==> src/rtl/smbus_reg_pkg.sv <==
// Shared definitions for the SMBus register bank.
// Holds the register address map, the counter-clear key, the unmapped read
// value and a byte-lane merge helper used by the 16-bit RW registers.
package smbus_reg_pkg;

  localparam logic [7:0] ADR_VERSION   = 8'h00;
  localparam logic [7:0] ADR_BOARD_ID  = 8'h01;
  localparam logic [7:0] ADR_STATUS_LO = 8'h02;
  localparam logic [7:0] ADR_STATUS_HI = 8'h03;
  localparam logic [7:0] ADR_FAULT_LO  = 8'h04;
  localparam logic [7:0] ADR_FAULT_HI  = 8'h05;
  localparam logic [7:0] ADR_MASK_LO   = 8'h06;
  localparam logic [7:0] ADR_MASK_HI   = 8'h07;
  localparam logic [7:0] ADR_CTRL_LO   = 8'h08;
  localparam logic [7:0] ADR_CTRL_HI   = 8'h09;
  localparam logic [7:0] ADR_SCRATCH   = 8'h0A;
  localparam logic [7:0] ADR_EVT_L     = 8'h0C;
  localparam logic [7:0] ADR_EVT_H     = 8'h0D;
  localparam logic [7:0] ADR_EVT_CLR   = 8'h0E;

  localparam logic [7:0]  EVT_CLR_KEY = 8'hA5;
  localparam logic [7:0]  RD_UNMAPPED = 8'hFF;
  localparam logic [15:0] EVT_MAX     = 16'hFFFF;

  // Replace one byte lane of a 16-bit register.
  function automatic logic [15:0] write_byte(input logic [15:0] cur,
                                             input logic        hi,
                                             input logic [7:0]  data);
    return hi ? {data, cur[7:0]} : {cur[15:8], data};
  endfunction

endpackage

==> src/rtl/smbus_status_sync.sv <==
// Multi-bit synchronizer with rising-edge detect for the asynchronous fault
// inputs. Each bit passes through STAGES flops, then one extra delay flop so
// that a rising edge can be detected on the synchronized value.
// Ports:
//   clk    in   clock
//   rst_n  in   asynchronous active-low reset
//   status in   WIDTH asynchronous inputs
//   sync   out  WIDTH synchronized inputs
//   rise   out  WIDTH one-clock pulses on a 0->1 of sync
module smbus_status_sync #(
  parameter int WIDTH  = 16,
  parameter int STAGES = 2
) (
  input  logic             clk,
  input  logic             rst_n,
  input  logic [WIDTH-1:0] status,
  output logic [WIDTH-1:0] sync,
  output logic [WIDTH-1:0] rise
);

  logic [STAGES-1:0][WIDTH-1:0] chain;
  logic [WIDTH-1:0]             dly;

  always_ff @(posedge clk or negedge rst_n) begin
    if (!rst_n) begin
      chain <= '0;
      dly   <= '0;
    end else begin
      chain <= {chain[STAGES-2:0], status};
      dly   <= chain[STAGES-1];
    end
  end

  assign sync = chain[STAGES-1];
  assign rise = sync & ~dly;

endmodule

==> src/rtl/smbus_register_bank.sv <==
// Register file behind the SMBus slave engine.
// Provides board ID/version, synchronized live status, latched (W1C) faults,
// fault mask, control and scratch registers and a saturating 16-bit fault
// event counter with a high-byte shadow for coherent two-byte reads.
// Ports:
//   CLK_IN     in   clock
//   RESET_N    in   asynchronous active-low reset
//   I2C_CMD_I  in   register offset from the slave engine
//   I2C_DAT_I  in   write data
//   I2C_WREN   in   one-clock write strobe
//   I2C_RDEN   in   one-clock read-acknowledge strobe
//   RD_DAT_O   out  combinational read data for I2C_CMD_I
//   STATUS_I   in   asynchronous fault inputs, active high
//   CTRL_O     out  control register
//   ALERT_N    out  registered SMBus alert, active low
module smbus_register_bank
  import smbus_reg_pkg::*;
#(
  parameter logic [7:0] FW_VERSION  = 8'h01,
  parameter logic [7:0] BOARD_ID    = 8'h6E,
  parameter int         SYNC_STAGES = 2
) (
  input  logic        CLK_IN,
  input  logic        RESET_N,
  input  logic [7:0]  I2C_CMD_I,
  input  logic [7:0]  I2C_DAT_I,
  input  logic        I2C_WREN,
  input  logic        I2C_RDEN,
  output logic [7:0]  RD_DAT_O,
  input  logic [15:0] STATUS_I,
  output logic [15:0] CTRL_O,
  output logic        ALERT_N
);

  logic [15:0] status_sync;
  logic [15:0] status_rise;
  logic [15:0] fault_lat;
  logic [15:0] fault_mask;
  logic [15:0] ctrl;
  logic [7:0]  scratch;
  logic [15:0] evt_cnt;
  logic [7:0]  evt_shadow;
  logic        alert_n_q;

  logic [15:0] fault_clr;
  logic        evt_inc;
  logic        evt_clr;
  logic        snap;

  smbus_status_sync #(
    .WIDTH  (16),
    .STAGES (SYNC_STAGES)
  ) u_status_sync (
    .clk    (CLK_IN),
    .rst_n  (RESET_N),
    .status (STATUS_I),
    .sync   (status_sync),
    .rise   (status_rise)
  );

  // Write-side decode
  always_comb begin
    fault_clr = '0;
    if (I2C_WREN && I2C_CMD_I == ADR_FAULT_LO) fault_clr[7:0]  = I2C_DAT_I;
    if (I2C_WREN && I2C_CMD_I == ADR_FAULT_HI) fault_clr[15:8] = I2C_DAT_I;
  end

  assign evt_inc = |(status_rise & ~fault_mask);
  assign evt_clr = I2C_WREN && (I2C_CMD_I == ADR_EVT_CLR) && (I2C_DAT_I == EVT_CLR_KEY);
  // A simultaneous write takes priority, so RDEN is ignored when WREN is high.
  assign snap    = I2C_RDEN && !I2C_WREN && (I2C_CMD_I == ADR_EVT_L);

  // Latched faults: a new rise wins over a same-cycle clear.
  always_ff @(posedge CLK_IN or negedge RESET_N) begin
    if (!RESET_N) begin
      fault_lat <= '0;
    end else begin
      fault_lat <= (fault_lat & ~fault_clr) | status_rise;
    end
  end

  // RW configuration registers
  always_ff @(posedge CLK_IN or negedge RESET_N) begin
    if (!RESET_N) begin
      fault_mask <= 16'hFFFF;
      ctrl       <= '0;
      scratch    <= '0;
    end else if (I2C_WREN) begin
      case (I2C_CMD_I)
        ADR_MASK_LO: fault_mask <= write_byte(fault_mask, 1'b0, I2C_DAT_I);
        ADR_MASK_HI: fault_mask <= write_byte(fault_mask, 1'b1, I2C_DAT_I);
        ADR_CTRL_LO: ctrl       <= write_byte(ctrl, 1'b0, I2C_DAT_I);
        ADR_CTRL_HI: ctrl       <= write_byte(ctrl, 1'b1, I2C_DAT_I);
        ADR_SCRATCH: scratch    <= I2C_DAT_I;
        default: ;
      endcase
    end
  end

  // Event counter: one count per clock with any unmasked rise, saturating.
  // The clear key overrides an increment in the same clock.
  always_ff @(posedge CLK_IN or negedge RESET_N) begin
    if (!RESET_N) begin
      evt_cnt    <= '0;
      evt_shadow <= '0;
    end else if (evt_clr) begin
      evt_cnt    <= '0;
      evt_shadow <= '0;
    end else begin
      if (evt_inc && evt_cnt != EVT_MAX) evt_cnt <= evt_cnt + 16'd1;
      // Capture the high byte when the low byte is acknowledged so a
      // following read of EVT_CNT_H is coherent with the low byte.
      if (snap) evt_shadow <= evt_cnt[15:8];
    end
  end

  always_ff @(posedge CLK_IN or negedge RESET_N) begin
    if (!RESET_N) begin
      alert_n_q <= 1'b1;
    end else begin
      alert_n_q <= ~|(fault_lat & ~fault_mask);
    end
  end

  // Zero-latency read mux; the engine samples one clock after changing CMD.
  always_comb begin
    RD_DAT_O = RD_UNMAPPED;
    case (I2C_CMD_I)
      ADR_VERSION:   RD_DAT_O = FW_VERSION;
      ADR_BOARD_ID:  RD_DAT_O = BOARD_ID;
      ADR_STATUS_LO: RD_DAT_O = status_sync[7:0];
      ADR_STATUS_HI: RD_DAT_O = status_sync[15:8];
      ADR_FAULT_LO:  RD_DAT_O = fault_lat[7:0];
      ADR_FAULT_HI:  RD_DAT_O = fault_lat[15:8];
      ADR_MASK_LO:   RD_DAT_O = fault_mask[7:0];
      ADR_MASK_HI:   RD_DAT_O = fault_mask[15:8];
      ADR_CTRL_LO:   RD_DAT_O = ctrl[7:0];
      ADR_CTRL_HI:   RD_DAT_O = ctrl[15:8];
      ADR_SCRATCH:   RD_DAT_O = scratch;
      ADR_EVT_L:     RD_DAT_O = evt_cnt[7:0];
      ADR_EVT_H:     RD_DAT_O = evt_shadow;
      ADR_EVT_CLR:   RD_DAT_O = 8'h00;
      default:       RD_DAT_O = RD_UNMAPPED;
    endcase
  end

  assign CTRL_O  = ctrl;
  assign ALERT_N = alert_n_q;

endmodule

==> config.mk <==
export PLATFORM = sky130hd
export DESIGN_NAME = smbus_register_bank
export DESIGN_NICKNAME = d
export VERILOG_FILES = /design/src/rtl/smbus_reg_pkg.sv /design/src/rtl/smbus_status_sync.sv /design/src/rtl/smbus_register_bank.sv
export SDC_FILE = /design/constraint.sdc
export NUM_CORES = 1
export LEC_CHECK = 0
export BUFFER_PORTS_ARGS = -buffer_cell sky130_fd_sc_hd__buf_2
export CAP_MARGIN = 20
export CORE_AREA = 2 2 121 123
export CTS_BUF_LIST = sky130_fd_sc_hd__clkbuf_4
export CTS_CLUSTER_DIAMETER = 60
export DETAILED_ROUTE_END_ITERATION = 10
export DIE_AREA = 0 0 123 125
export GPL_TIMING_DRIVEN = 0
export PLACE_DENSITY = 0.7
export SYNTH_ARGS = -nofsm -noshare
export SYNTH_HDL_FRONTEND = slang
export SYNTH_HIERARCHICAL = 1
export SYNTH_SLANG_ARGS = --single-unit
export TNS_END_PERCENT = 100
==> constraint.sdc <==
create_clock -name CLK_IN -period 2.64 [get_ports CLK_IN]
set_input_delay 0.264 -clock CLK_IN [delete_from_list [all_inputs] [get_ports CLK_IN]]
set_output_delay 0.264 -clock CLK_IN [all_outputs]
set_load 0.02 [all_outputs]
==> Yosys cells after proc, flatten, opt, wreduce, memory -nomap -nowiden <==
Cells that the tools add are included.
{ "classes": {"addsub": 1, "n_bitwise": 12, "muxes": 9, "n_reduce_logical": 19, "eq_ne": 15} }
{ "op_table": {"columns": ["cell", "n"], "rows": [
  ["8-bit one-hot mux with 14 select lines", 1],
  ["16-bit AND", 4],
  ["16-bit one-hot mux with 2 select lines", 2],
  ["8-bit by 4-bit equality test with 1-bit output (second input constant)", 6],
  ["16-bit inverter", 3],
  ["8-bit by 3-bit equality test with 1-bit output (second input constant)", 4],
  ["16-bit two-way mux", 2],
  ["8-bit two-way mux", 4],
  ["16-bit OR reduction", 2],
  ["16-bit by 1-bit adder with 16-bit output (second input constant)", 1],
  ["8-bit by 2-bit equality test with 1-bit output (second input constant)", 2],
  ["16-bit inequality test (second input constant)", 1],
  ["16-bit bitwise OR", 1],
  ["3-bit AND reduction", 4],
  ["8-bit by 1-bit equality test with 1-bit output (second input constant)", 1],
  ["8-bit equality test (second input constant)", 1],
  ["8-bit zero test", 1],
  ["1-bit logical AND", 7],
  ["1-bit inverter", 4],
  ["2-bit nonzero test", 2],
  ["1-bit zero test", 2],
  ["2-bit AND reduction", 1]
]} }
{ "totals": {"out_inout_bits": 25, "elab_cells": 68, "regBits": 129, "inputBits": 36} }

==> Depth between registers and ports, before layout <==
Gate-level depths: netlist of the first run.
{ "logic_depth": {"depth_word": 7, "ltp_mapped": 8, "ltp_nobuf": 6} }

==> Cells and area by module <==
The synthesis of the first run kept the hierarchy.
{ "by_module_without_submodules": {"columns": ["mod", "cells_per_inst", "area_each_um2", "seq_area_each_um2", "instances"], "rows": [
  ["smbus_register_bank", 485, 4697.0, 2048.2, 1],
  ["smbus_status_sync", 80, 1541.5, 1201.2, 1]
]} }

==> Worst setup path before layout of the first run <==
No wires, ideal clock.
{ "synth_path": {"kind": "in2out", "start": "in I2C_CMD_I[5]", "end": "out RD_DAT_O[2]", "required_time_ps": 2376, "path_slack_ps": 683, "cell_stages": 6, "t_arrival_ps": 1693, "path_buffers": 1, "cell_sequence": "or4_1 > clkbuf_1 > or3_1 > o22ai_1 > a21oi_1 > nand3_1"} }
{ "synth_via": {"elab_chain_len": 2, "word_cells_on_any_way": 15, "cone_classes": "13 x eq/ne; 1 x mux; 1 x reduce/logical"} }
{ "synth_rtl": {"columns": ["element", "line", "source"], "rows": [
  ["start, declared", "smbus_register_bank.sv:25", "input logic [7:0] I2C_CMD_I,"],
  ["8-bit by 4-bit equality test with 1-bit output (tied with other cells)", "smbus_register_bank.sv:128", "case (I2C_CMD_I)"],
  ["8-bit one-hot mux with 14 select lines (*)", "smbus_register_bank.sv:128", null],
  ["end, declared", "smbus_register_bank.sv:29", "output logic [7:0] RD_DAT_O,"]
]} }
Mark *: on every way between the ends. The rest lies on a longest branch, timed or not.

==> Final worst setup path of the first run <==
{ "layout_path": {"start": "in I2C_CMD_I[2]", "end": "out RD_DAT_O[6]"} }
The elaborated chain is that of the path after synthesis.

==> reports/metrics.yaml, run 1 <==
outcome:
  status: "finished, final reports clean"
grt:
  antenna_found_initial: 0
  met1_usage: 0.319
  grtUsageMet3: 0.0534
  grt_pass1_vias: 5080
  top_usage_layer: "met2"
  grt_usage: 0.245
  grt_pass1_wl_um: 28100
  met2_usage: 0.389
  overflow: 0
  grt_max_degree: 70
timing:
  worst_slew_pin_slew_ns: 0.720
  setup_viol: 0
  slew_violations: 0
  min_period_ns: 2.61
  finalHoldViolations: 0
  max_slew_margin: 0.516
  finalClockSkew_ns: 0.0212
  rsz0062_at_grt: "false"
  worst_slack_ns: 0.0319
  max_freq_mhz: 383
  fin_crit_sh: 0.988
logic_synthesis:
  async_flop_share: 1.00
  yosysWarnings: 6
  ys_ff_latch: 129
  netlist_instances: 565
  synth_edf_count: 0
  netlist_area_um2: 6240
  ys_seq_area_frac: 0.521
  synth_area_per_cell_um2: 11.0
  synth_fp_nets: 602
  synthFlopType: "dfrtp_1"
  ys_types: 58
clock_network:
  path_clk_slew_ns: 0.11
  cts_inserted_buffers: 17
  root_buffer: "clkbuf_4"
  clk_path_buf_depth: 2
  htree_levels: 4
  cts_sinks: 129
  clock_latency_ns: 0.56
  cts_tree: "built"
drt:
  vias_per_cell: 5.72
  drtAntennaViolNets: 0
  vias: 4921
  wirelength_um: 17800
  dr.pass1.iters: 5
  routedWlPerCell_um: 20.8
  first_iter_violations: 534
  drc: 0
layout:
  area_growth_pct: 16.4
  final_nets: 700
  utilization: 0.511
  fillers: 1278
  multi_input_area_um2: 2640
  final_common_cell: "dfrtp_1"
  regArea_um2: 3250
  antennaDiodeCount: 0
  drive_above_1_share: 0.303
  final_cell_mix: "dfrtp_1, buf_2, nand2_1"
  fin_area_um2: 7260
min_path:
  worst_hold_path_type: "in -> reg"
placed_design:
  place_ws_ns: -0.0655
  place_congestion: 0.951
  hpwl_um: 13100
  dpl_cell_area_um2: 6790
  portBuffers: 58
critical_path:
  cpMostUsedCell: "buf_2"
  crit_type: "in -> out"
  slowest_stage: "buf_1"
  cp.arrival_ns: 2.34
  path_cells: "buf_2 -> buf_1 -> clkbuf_2 -> mux2i_1 -> nor3_1 -> a311oi_1 -> nand4_1 -> buf_2"
  cp-start-kind: "input port"
  worstPathRequired_ns: 2.38
  end_kind: "output port"
  crit_path_max_fanout: 10
  crit_path_max_incr_delay_ns: 0.50
floorplanning:
  io_pins: 61
  design.core.area_um2: 14200
  dieArea_um2: 15400
  fp.dieH_um: 125
  die_x_um: 123
  start_util: 0.439
  num_rows: 44
power:
  p_total_w: 0.00409
  leakage_nw: 3.16
  ir_worst_vdd_mv: 0.384
  power_density_nw_per_um2: 563
flow_run:
  cap_violations: 0
==> cell usage after synthesis (all sizes together) (7+ instances only) <==
library cell | instances | area, µm²
dfrtp | 112 | 2800
nand2 | 54 | 205
mux2 | 41 | 462
buf | 33 | 215
a21oi | 26 | 130
inv | 25 | 93.8
o21ai | 24 | 120
nor2b | 23 | 264
nor2 | 21 | 86.3
mux2i | 18 | 180
dfstp | 17 | 447
nand3 | 17 | 90.1
a21o | 15 | 113
nand2b | 13 | 81.3
or4 | 11 | 82.6
clkbuf | 10 | 37.5
o22ai | 9 | 56.3
o31ai | 9 | 67.6
a22oi | 7 | 52.6
and3 | 7 | 43.8
==> routing by layer <==
metal,wire length (µm),part of all wire,vias up
li1,-,-,2231
met5,0,0,-
met4,737,0.041,0
met1,7160,0.40,2432
met3,1180,0.066,51
met2,8770,0.49,207
==> power by group <==
part	switching [W]	leakage (nW)	internal [W]
combinational	0.000296	1.53	0.000238
sequential	0.000140	1.49	0.00211
clock	0.000757	0.135	0.000552
total	0.00119	3.16	0.00290
==> cell type report <==
class / instances / share of cell area
Inverter: 25 / 0.0129
Timing Repair Buffer: 79 / 0.0722
Buffer: 43 / 0.0351
Clock buffer: 17 / 0.0176
Clock inverter: 15 / 0.0195
Multi-Input combinational cell: 368 / 0.364
Sequential cell: 129 / 0.447
Tap cell: 184 / 0.0317
==> cells by family after synthesis <==
group,share of synthesized area
and+or+nand+nor,0.180
adders and majority gates,0.00201
AOI/OAI and AO/OA,0.139
buffers and inverters,0.0556
muxes,0.103
DFF,0.521
==> flip-flops by register name (all words and copies together) (netlist names), 16 cells and up <==
name	flops
CTRL_O	16
u_status_sync/dly	16
evt_cnt	16
u_status_sync/sync	16
fault_mask	16
u_status_sync/chain	16
fault_lat	16
==> through the flow <==
stage	cells	hold slack (ns)	TNS, ns
detailed placement	808	0.324	-0.0655
CTS	860	0.000609	0
floorplan	565	-0.0316	0
global placement	807	0.331	-37.78
global route	860	0.0335	0
finish	860	0.0357	0
==> worst max-delay path: cells and delay by family <==
family | cells | cell delay (ns)
buffers and inverters | 4 | 1.21
AOI/OAI and AO/OA | 1 | 0.32
muxes | 1 | 0.31
and+or+nand+nor | 2 | 0.22
==> what timing repair did <==
item                                   4_1_cts  5_1_grt
gates cloned                                 0        0
hold buffers                                20        0
endpoints found under the hold margin       75        0
setup endpoints to repair                    1        2
setup buffers                                0        0
gates resized for setup                      1        3
==> path summary, 6_finish.rpt <==
| check | startpoint | endpoint | slack, ns | cells after the start |
|---|---|---|---|---|
| max reg2reg | fault_mask[6] | evt_cnt[2] | 0.19 | 7 |
| max in group asynchronous | RESET_N | fault_mask[10] | 1.58 | 3 |
| min | I2C_DAT_I[6] | fault_mask[6] | 0.04 | 3 |
| max | I2C_CMD_I[2] | RD_DAT_O[6] | 0.03 | 8 |
| min reg2reg | u_status_sync/chain[8] | u_status_sync/sync[8] | 0.35 | 0 |
| min in group asynchronous | RESET_N | evt_cnt[7] | 0.27 | 2 |
(Power assumes the default switching activity.)
==> run 2: changes to the inputs <==
--- a/config.mk
+++ b/config.mk
@@ -12,8 +12,10 @@
 export CTS_CLUSTER_DIAMETER = 60
 export DETAILED_ROUTE_END_ITERATION = 10
 export DIE_AREA = 0 0 123 125
+export GPL_ROUTABILITY_DRIVEN = 1
 export GPL_TIMING_DRIVEN = 0
 export PLACE_DENSITY = 0.7
+export SLEW_MARGIN = 0
 export SYNTH_ARGS = -nofsm -noshare
 export SYNTH_HDL_FRONTEND = slang
 export SYNTH_HIERARCHICAL = 1
==> constraint.sdc (replaced) <==
create_clock -name CLK_IN -period 3.08 [get_ports CLK_IN]
set_input_delay 0.308 -clock CLK_IN [delete_from_list [all_inputs] [get_ports CLK_IN]]
set_output_delay 0.308 -clock CLK_IN [all_outputs]
set_load 0.02 [all_outputs]
==> reports/metrics.yaml, run 2 (synthesis gave the netlist of run 1 again) <==
outcome:
  status: "finished, final reports clean"
drt:
  wirelength_um: 17800  # -0.44%
  vias_per_cell: 5.70  # -0.34%
  first_iter_violations: 502  # -6.0%
  routedWlPerCell_um: 20.7  # about the same
  dr.pass1.iters: 5  # unchanged
  drtAntennaViolNets: 0  # unchanged
  drc: 0  # unchanged
  vias: 4887  # -0.69%
layout:
  antennaDiodeCount: 0  # unchanged
  final_cell_mix: "dfrtp_1, buf_2, nand2_1"
  drive_above_1_share: 0.302  # -0.00162
  area_growth_pct: 15.9
  final_common_cell: "dfrtp_1"
  fillers: 1280  # +0.16%
  final_nets: 697  # -0.43%
floorplanning:
  die_x_um: 123  # unchanged
  design.core.area_um2: 14200  # unchanged
  dieArea_um2: 15400  # unchanged
  io_pins: 61  # unchanged
  fp.dieH_um: 125  # unchanged
  num_rows: 44  # unchanged
  start_util: 0.439  # unchanged
clock_network:
  htree_levels: 4  # unchanged
  cts_tree: "built"
  clock_latency_ns: 0.56  # about the same
  path_clk_slew_ns: 0.11  # about the same
  cts_inserted_buffers: 17  # unchanged
  root_buffer: "clkbuf_4"
  clk_path_buf_depth: 2  # unchanged
  cts_sinks: 129  # unchanged
  post-cts-setup-buffer-count: 0  # unchanged
critical_path:
  crit_path_max_incr_delay_ns: 0.52  # +0.02 ns
  critPathTopFamily: "buffers and inverters"
  path_cells: "buf_2 -> buf_1 -> clkbuf_1 -> mux2i_1 -> nor3_1 -> a311oi_1 -> nand4_1 -> buf_2"
  cp-start-kind: "input port"
  cpMostUsedCell: "buf_2"
  slowest_stage: "clkbuf_1"
  crit_path_max_fanout: 10  # unchanged
  worstPathRequired_ns: 2.77  # +0.39 ns
  rrSetupSlack_ns: 0.63  # +0.44 ns
  cp.arrival_ns: 2.52  # +0.18 ns
  crit_type: "in -> out"
  path_buf_inv: 4  # unchanged
  end_kind: "output port"
timing:
  finalHoldViolations: 0  # unchanged
  whs_ns: 0.0547  # +0.0190 ns
  finalClockSkew_ns: 0.0233  # +0.00209 ns
  setup_viol: 0  # unchanged
  min_period_ns: 2.83
  max_slew_margin: 0.521  # +0.00473
  max_freq_mhz: 354
  worst_slew_pin_slew_ns: 0.713  # -0.00705 ns
  rsz0062_at_grt: "false"
  totalNegativeSetupSlack_ns: 0  # unchanged
  worst_slack_ns: 0.255  # +0.223 ns
  fin_crit_sh: 0.917
  slew_violations: 0  # unchanged
power:
  p_comb_frac: 0.130  # about the same
  p_clk_frac: 0.320  # about the same
  seqPwrFrac: 0.550  # about the same
  intPower_w: 0.00248  # -14%
  leakage_nw: 3.14  # -0.59%
  sw_frac_of_total: 0.292  # about the same
  power_density_nw_per_um2: 484  # -14%
  ir_worst_vdd_mv: 0.329  # -14%
  power_switching_w: 0.00102  # -14%
min_path:
  worst_hold_path_type: "in -> reg"
grt:
  antenna_found_initial: 0  # unchanged
  overflow: 0  # unchanged
  grt_max_degree: 70  # unchanged
  grt_pass1_vias: 5058  # -0.43%
  grt_pass1_wl_um: 28000  # -0.39%
  grt_usage: 0.244  # -0.000768
placed_design:
  hpwl_um: 13100  # unchanged
  place_congestion: 0.951  # unchanged
  place_ws_ns: 0.287  # +0.352 ns
  portBuffers: 58  # unchanged
flow_run:
  cap_violations: 0  # unchanged
==> run 2: area by class of cell <==
type                       count  area, µm²  area share
buffer                        43        253      0.0349
clock buffer                  17        128      0.0176
clock inverter                15        141      0.0196
inverter                      25       93.8      0.0130
multi-input combinational    368       2640       0.365
sequential                   129       3250       0.449
tap                          184        230      0.0318
timing repair buffer          76        494      0.0683
==> run 2: timing repair <==
item / in CTS / in global routing
resized for setup: 0 / 0
hold endpoints to repair: 72 / 0
hold buffers: 17 / 0
==> run 2: worst min-delay path: cells and delay by family <==
kind | cells | cell delay, ns
buf+inv | 1 | 0.16
compound gates | 1 | 0.06
simple gates | 1 | 0.07
==> run 2: layer usage <==
metal | up-vias | global-route usage | wire length [µm]
met4 | 0 | 0.112 | 813
li1 | 2226 | - | -
met2 | 190 | 0.388 | 8600
met3 | 54 | 0.0534 | 925
met1 | 2417 | 0.318 | 7430
met5 | - | 0 | 0
==> run 2: power by group through the flow <==
stage	clock network (W)	registers [W]	logic, W
2_1_floorplan	0	0.00192	0.000259
3_3_place_gp	0	0.00195	0.000419
3_5_place_dp	0	0.00196	0.000437
4_1_cts	0.00115	0.00192	0.000455
5_1_grt	0.00122	0.00194	0.000503
6_report	0.00112	0.00193	0.000454
==> run 2: stage by stage <==
step | instances | utilization | cell area (µm²) | total power [W]
finish | 857 | 0.509 | 7230 | 0.00350
global route | 857 | 0.509 | 7230 | 0.00366
CTS | 857 | 0.509 | 7230 | 0.00353
detailed placement | 808 | 0.478 | 6790 | 0.00239
global placement | 807 | 0.476 | 6760 | 0.00237
floorplan | 565 | - | 6240 | 0.00218
==> run 2: final timing paths <==
path | from | to | cells past startpoint
min | I2C_DAT_I[5] | fault_mask[5] | 3
max reg2reg | fault_mask[6] | evt_cnt[2] | 7
max in group asynchronous | RESET_N | fault_mask[10] | 3
min reg2reg | u_status_sync/chain[8] | u_status_sync/sync[8] | 0
min in group asynchronous | RESET_N | evt_cnt[7] | 2
max | I2C_CMD_I[2] | RD_DAT_O[6] | 8
==> run 3: changes to the inputs <==
--- a/config.mk
+++ b/config.mk
@@ -7,14 +7,14 @@
 export LEC_CHECK = 0
 export BUFFER_PORTS_ARGS = -buffer_cell sky130_fd_sc_hd__buf_2
 export CAP_MARGIN = 20
-export CORE_AREA = 2 2 121 123
+export CORE_AREA = 2 2 115 117
 export CTS_BUF_LIST = sky130_fd_sc_hd__clkbuf_4
 export CTS_CLUSTER_DIAMETER = 60
 export DETAILED_ROUTE_END_ITERATION = 10
-export DIE_AREA = 0 0 123 125
+export DIE_AREA = 0 0 117 119
 export GPL_ROUTABILITY_DRIVEN = 1
 export GPL_TIMING_DRIVEN = 0
-export PLACE_DENSITY = 0.7
+export PLACE_DENSITY = 0.75
 export SLEW_MARGIN = 0
 export SYNTH_ARGS = -nofsm -noshare
 export SYNTH_HDL_FRONTEND = slang
==> constraint.sdc (replaced) <==
create_clock -name CLK_IN -period 3.1 [get_ports CLK_IN]
set_input_delay 0.31 -clock CLK_IN [delete_from_list [all_inputs] [get_ports CLK_IN]]
set_output_delay 0.31 -clock CLK_IN [all_outputs]
set_load 0.02 [all_outputs]
==> reports/metrics.yaml, run 3 (synthesis gave the netlist of run 1 again) <==
outcome:
  status: "finished, final reports clean"
clock_network:
  root_buffer: "clkbuf_4"
  htree_levels: 4  # unchanged
  cts_tree: "built"
  cts_sinks: 129  # unchanged
  cts_inserted_buffers: 17  # unchanged
  path_clk_slew_ns: 0.11  # about the same
  post-cts-setup-buffer-count: 0  # unchanged
  clk_path_buf_depth: 2  # unchanged
  clock_latency_ns: 0.58  # +0.02 ns
floorplanning:
  die_x_um: 117  # -4.9%
  fp.dieH_um: 119  # -4.8%
  start_util: 0.485  # +0.0453
  design.core.area_um2: 12900  # -9.4%
  dieArea_um2: 13900  # -9.4%
  num_rows: 42  # -4.5%
  io_pins: 61  # unchanged
critical_path:
  r2r-start: "fault_mask[6]"
  rr_endpoint: "evt_cnt[0]"
  cp.arrival_ns: 2.47  # -0.05 ns
  crit_path_max_fanout: 10  # unchanged
  crit_path_max_incr_delay_ns: 0.54  # +0.02 ns
  path_cells: "buf_2 -> buf_2 -> buf_2 -> clkbuf_1 -> o211ai_1 -> o21ai_0 -> o211ai_1 -> buf_2"
  cp-start-kind: "input port"
  end_kind: "output port"
  slowest_stage: "clkbuf_1"
  cpMostUsedCell: "buf_2"
  crit_type: "in -> out"
  worstPathRequired_ns: 2.79  # +0.02 ns
  r2r.worst_path.cells: 7  # unchanged
  rrSetupSlack_ns: 0.54  # -0.09 ns
flow_run:
  cap_violations: 0  # unchanged
timing:
  totalNegativeSetupSlack_ns: 0  # unchanged
  slew_violations: 0  # unchanged
  finalHoldViolations: 0  # unchanged
  min_period_ns: 2.78
  worst_slack_ns: 0.324  # +0.0689 ns
  whs_ns: 0.0414  # -0.0133 ns
  worst_slew_pin_slew_ns: 0.787  # +0.0734 ns
  fin_crit_sh: 0.896
  setup_viol: 0  # unchanged
  max_slew_margin: 0.472  # -0.0493
  max_freq_mhz: 360
  rsz0062_at_grt: "false"
  finalClockSkew_ns: 0.0215  # -0.00184 ns
layout:
  final_common_cell: "dfrtp_1"
  final_nets: 697  # unchanged
  drive_above_1_share: 0.306  # +0.00446
  multi_input_area_um2: 2640  # unchanged
  final_cell_mix: "dfrtp_1, buf_2, nand2_1"
  fillers: 1126  # -12%
  area_growth_pct: 15.9  # about the same
  regArea_um2: 3250  # unchanged
  antennaDiodeCount: 0  # unchanged
grt:
  antenna_found_initial: 0  # unchanged
  grt_pass1_wl_um: 27300  # -2.7%
  overflow: 0  # unchanged
  grt_usage: 0.268  # +0.0239
  grt_pass1_vias: 5015  # -0.85%
  grt_max_degree: 83  # +19%
drt:
  first_iter_violations: 360  # -28%
  vias_per_cell: 5.77  # +1.2%
  routedWlPerCell_um: 20.7  # -0.24%
  vias: 4901  # +0.29%
  wirelength_um: 17600  # -1.2%
  dr.pass1.iters: 6  # +1
  drtAntennaViolNets: 0  # unchanged
  drc: 0  # unchanged
placed_design:
  portBuffers: 58  # unchanged
  place_ws_ns: 0.395  # +0.108 ns
  place_congestion: 0.936  # -1.6%
  hpwl_um: 12900  # -1.3%
min_path:
  worstHoldStart: "I2C_DAT_I[1]"
  min_to: "fault_mask[1]"
  worst_hold_path_type: "in -> reg"
  holdPathStages: 3  # unchanged
power:
  p_total_w: 0.00351  # +0.26%
  power_density_nw_per_um2: 485  # +0.24%
  ir_worst_vdd_mv: 0.344  # +4.7%
  leakage_nw: 3.16  # +0.51%
[run 3: changes by cell type in the layout (fill, tap and decap cells not counted)]
cell        change
clkbuf_4        +2
clkinv_2        +1
clkinvlp_4      -2
clkinv_1        -3
inv_6           -1
clkinv_4        +3
[run 3: stage by stage]
step | instance area, µm² | std cells | utilization
6_report | 7230 | 849 | 0.562
5_1_grt | 7230 | 849 | 0.562
4_1_cts | 7230 | 849 | 0.562
3_5_place_dp | 6780 | 800 | 0.527
3_3_place_gp | 6750 | 799 | 0.524
2_1_floorplan | 6240 | 565 | -
[run 3: worst max path at each step]
stage	start	cells after the start	endpoint	slack [ns]
floorplan	I2C_CMD_I[5]	6	RD_DAT_O[2]	1.05
global placement	RESET_N	1	u_status_sync/chain[10]	0.11
detailed placement	I2C_CMD_I[2]	8	RD_DAT_O[6]	0.40
CTS	I2C_CMD_I[2]	8	RD_DAT_O[6]	0.39
global route	I2C_CMD_I[0]	9	RD_DAT_O[1]	0.25
finish	I2C_CMD_I[0]	8	RD_DAT_O[7]	0.32
[run 3: power by group]
group | total, W | switching [W] | leakage, nW | internal [W]
sequential | 0.00190 | 0.000110 | 1.49 | 0.00179
combinational | 0.000458 | 0.000258 | 1.51 | 0.000200
clock | 0.00115 | 0.000653 | 0.151 | 0.000496
[run 3: final cells by class]
type,instances,share of cell area
plain buffers,43,0.0349
clock buffers,19,0.0197
clock inverters,13,0.0190
inverters,25,0.0130
multi-input cells,368,0.365
flip-flops and latches,129,0.449
well taps,176,0.0304
repair buffers,76,0.0683
[run 3: metal layers]
| metal | GRT usage | vias to the layer above | share of wire |
|---|---|---|---|
| met1 | 0.340 | 2446 | 0.42 |
| met3 | 0.0656 | 49 | 0.057 |
| met4 | 0.113 | 0 | 0.033 |
| li1 | - | 2222 | - |
| met2 | 0.435 | 184 | 0.49 |
| met5 | 0 | - | 0 |
[run 3: repair_timing]
| item | 4_1_cts | 5_1_grt |
|---|---|---|
| setup endpoints to repair | 0 | 0 |
| hold buffers | 17 | 0 |
| endpoints found under the hold margin | 63 | 0 |
| resized for setup | 0 | 0 |
[run 3: worst max-delay path, delay by kind of cell]
family | cells | cell delay (ns)
compound gates | 3 | 0.55
buf+inv | 5 | 1.60
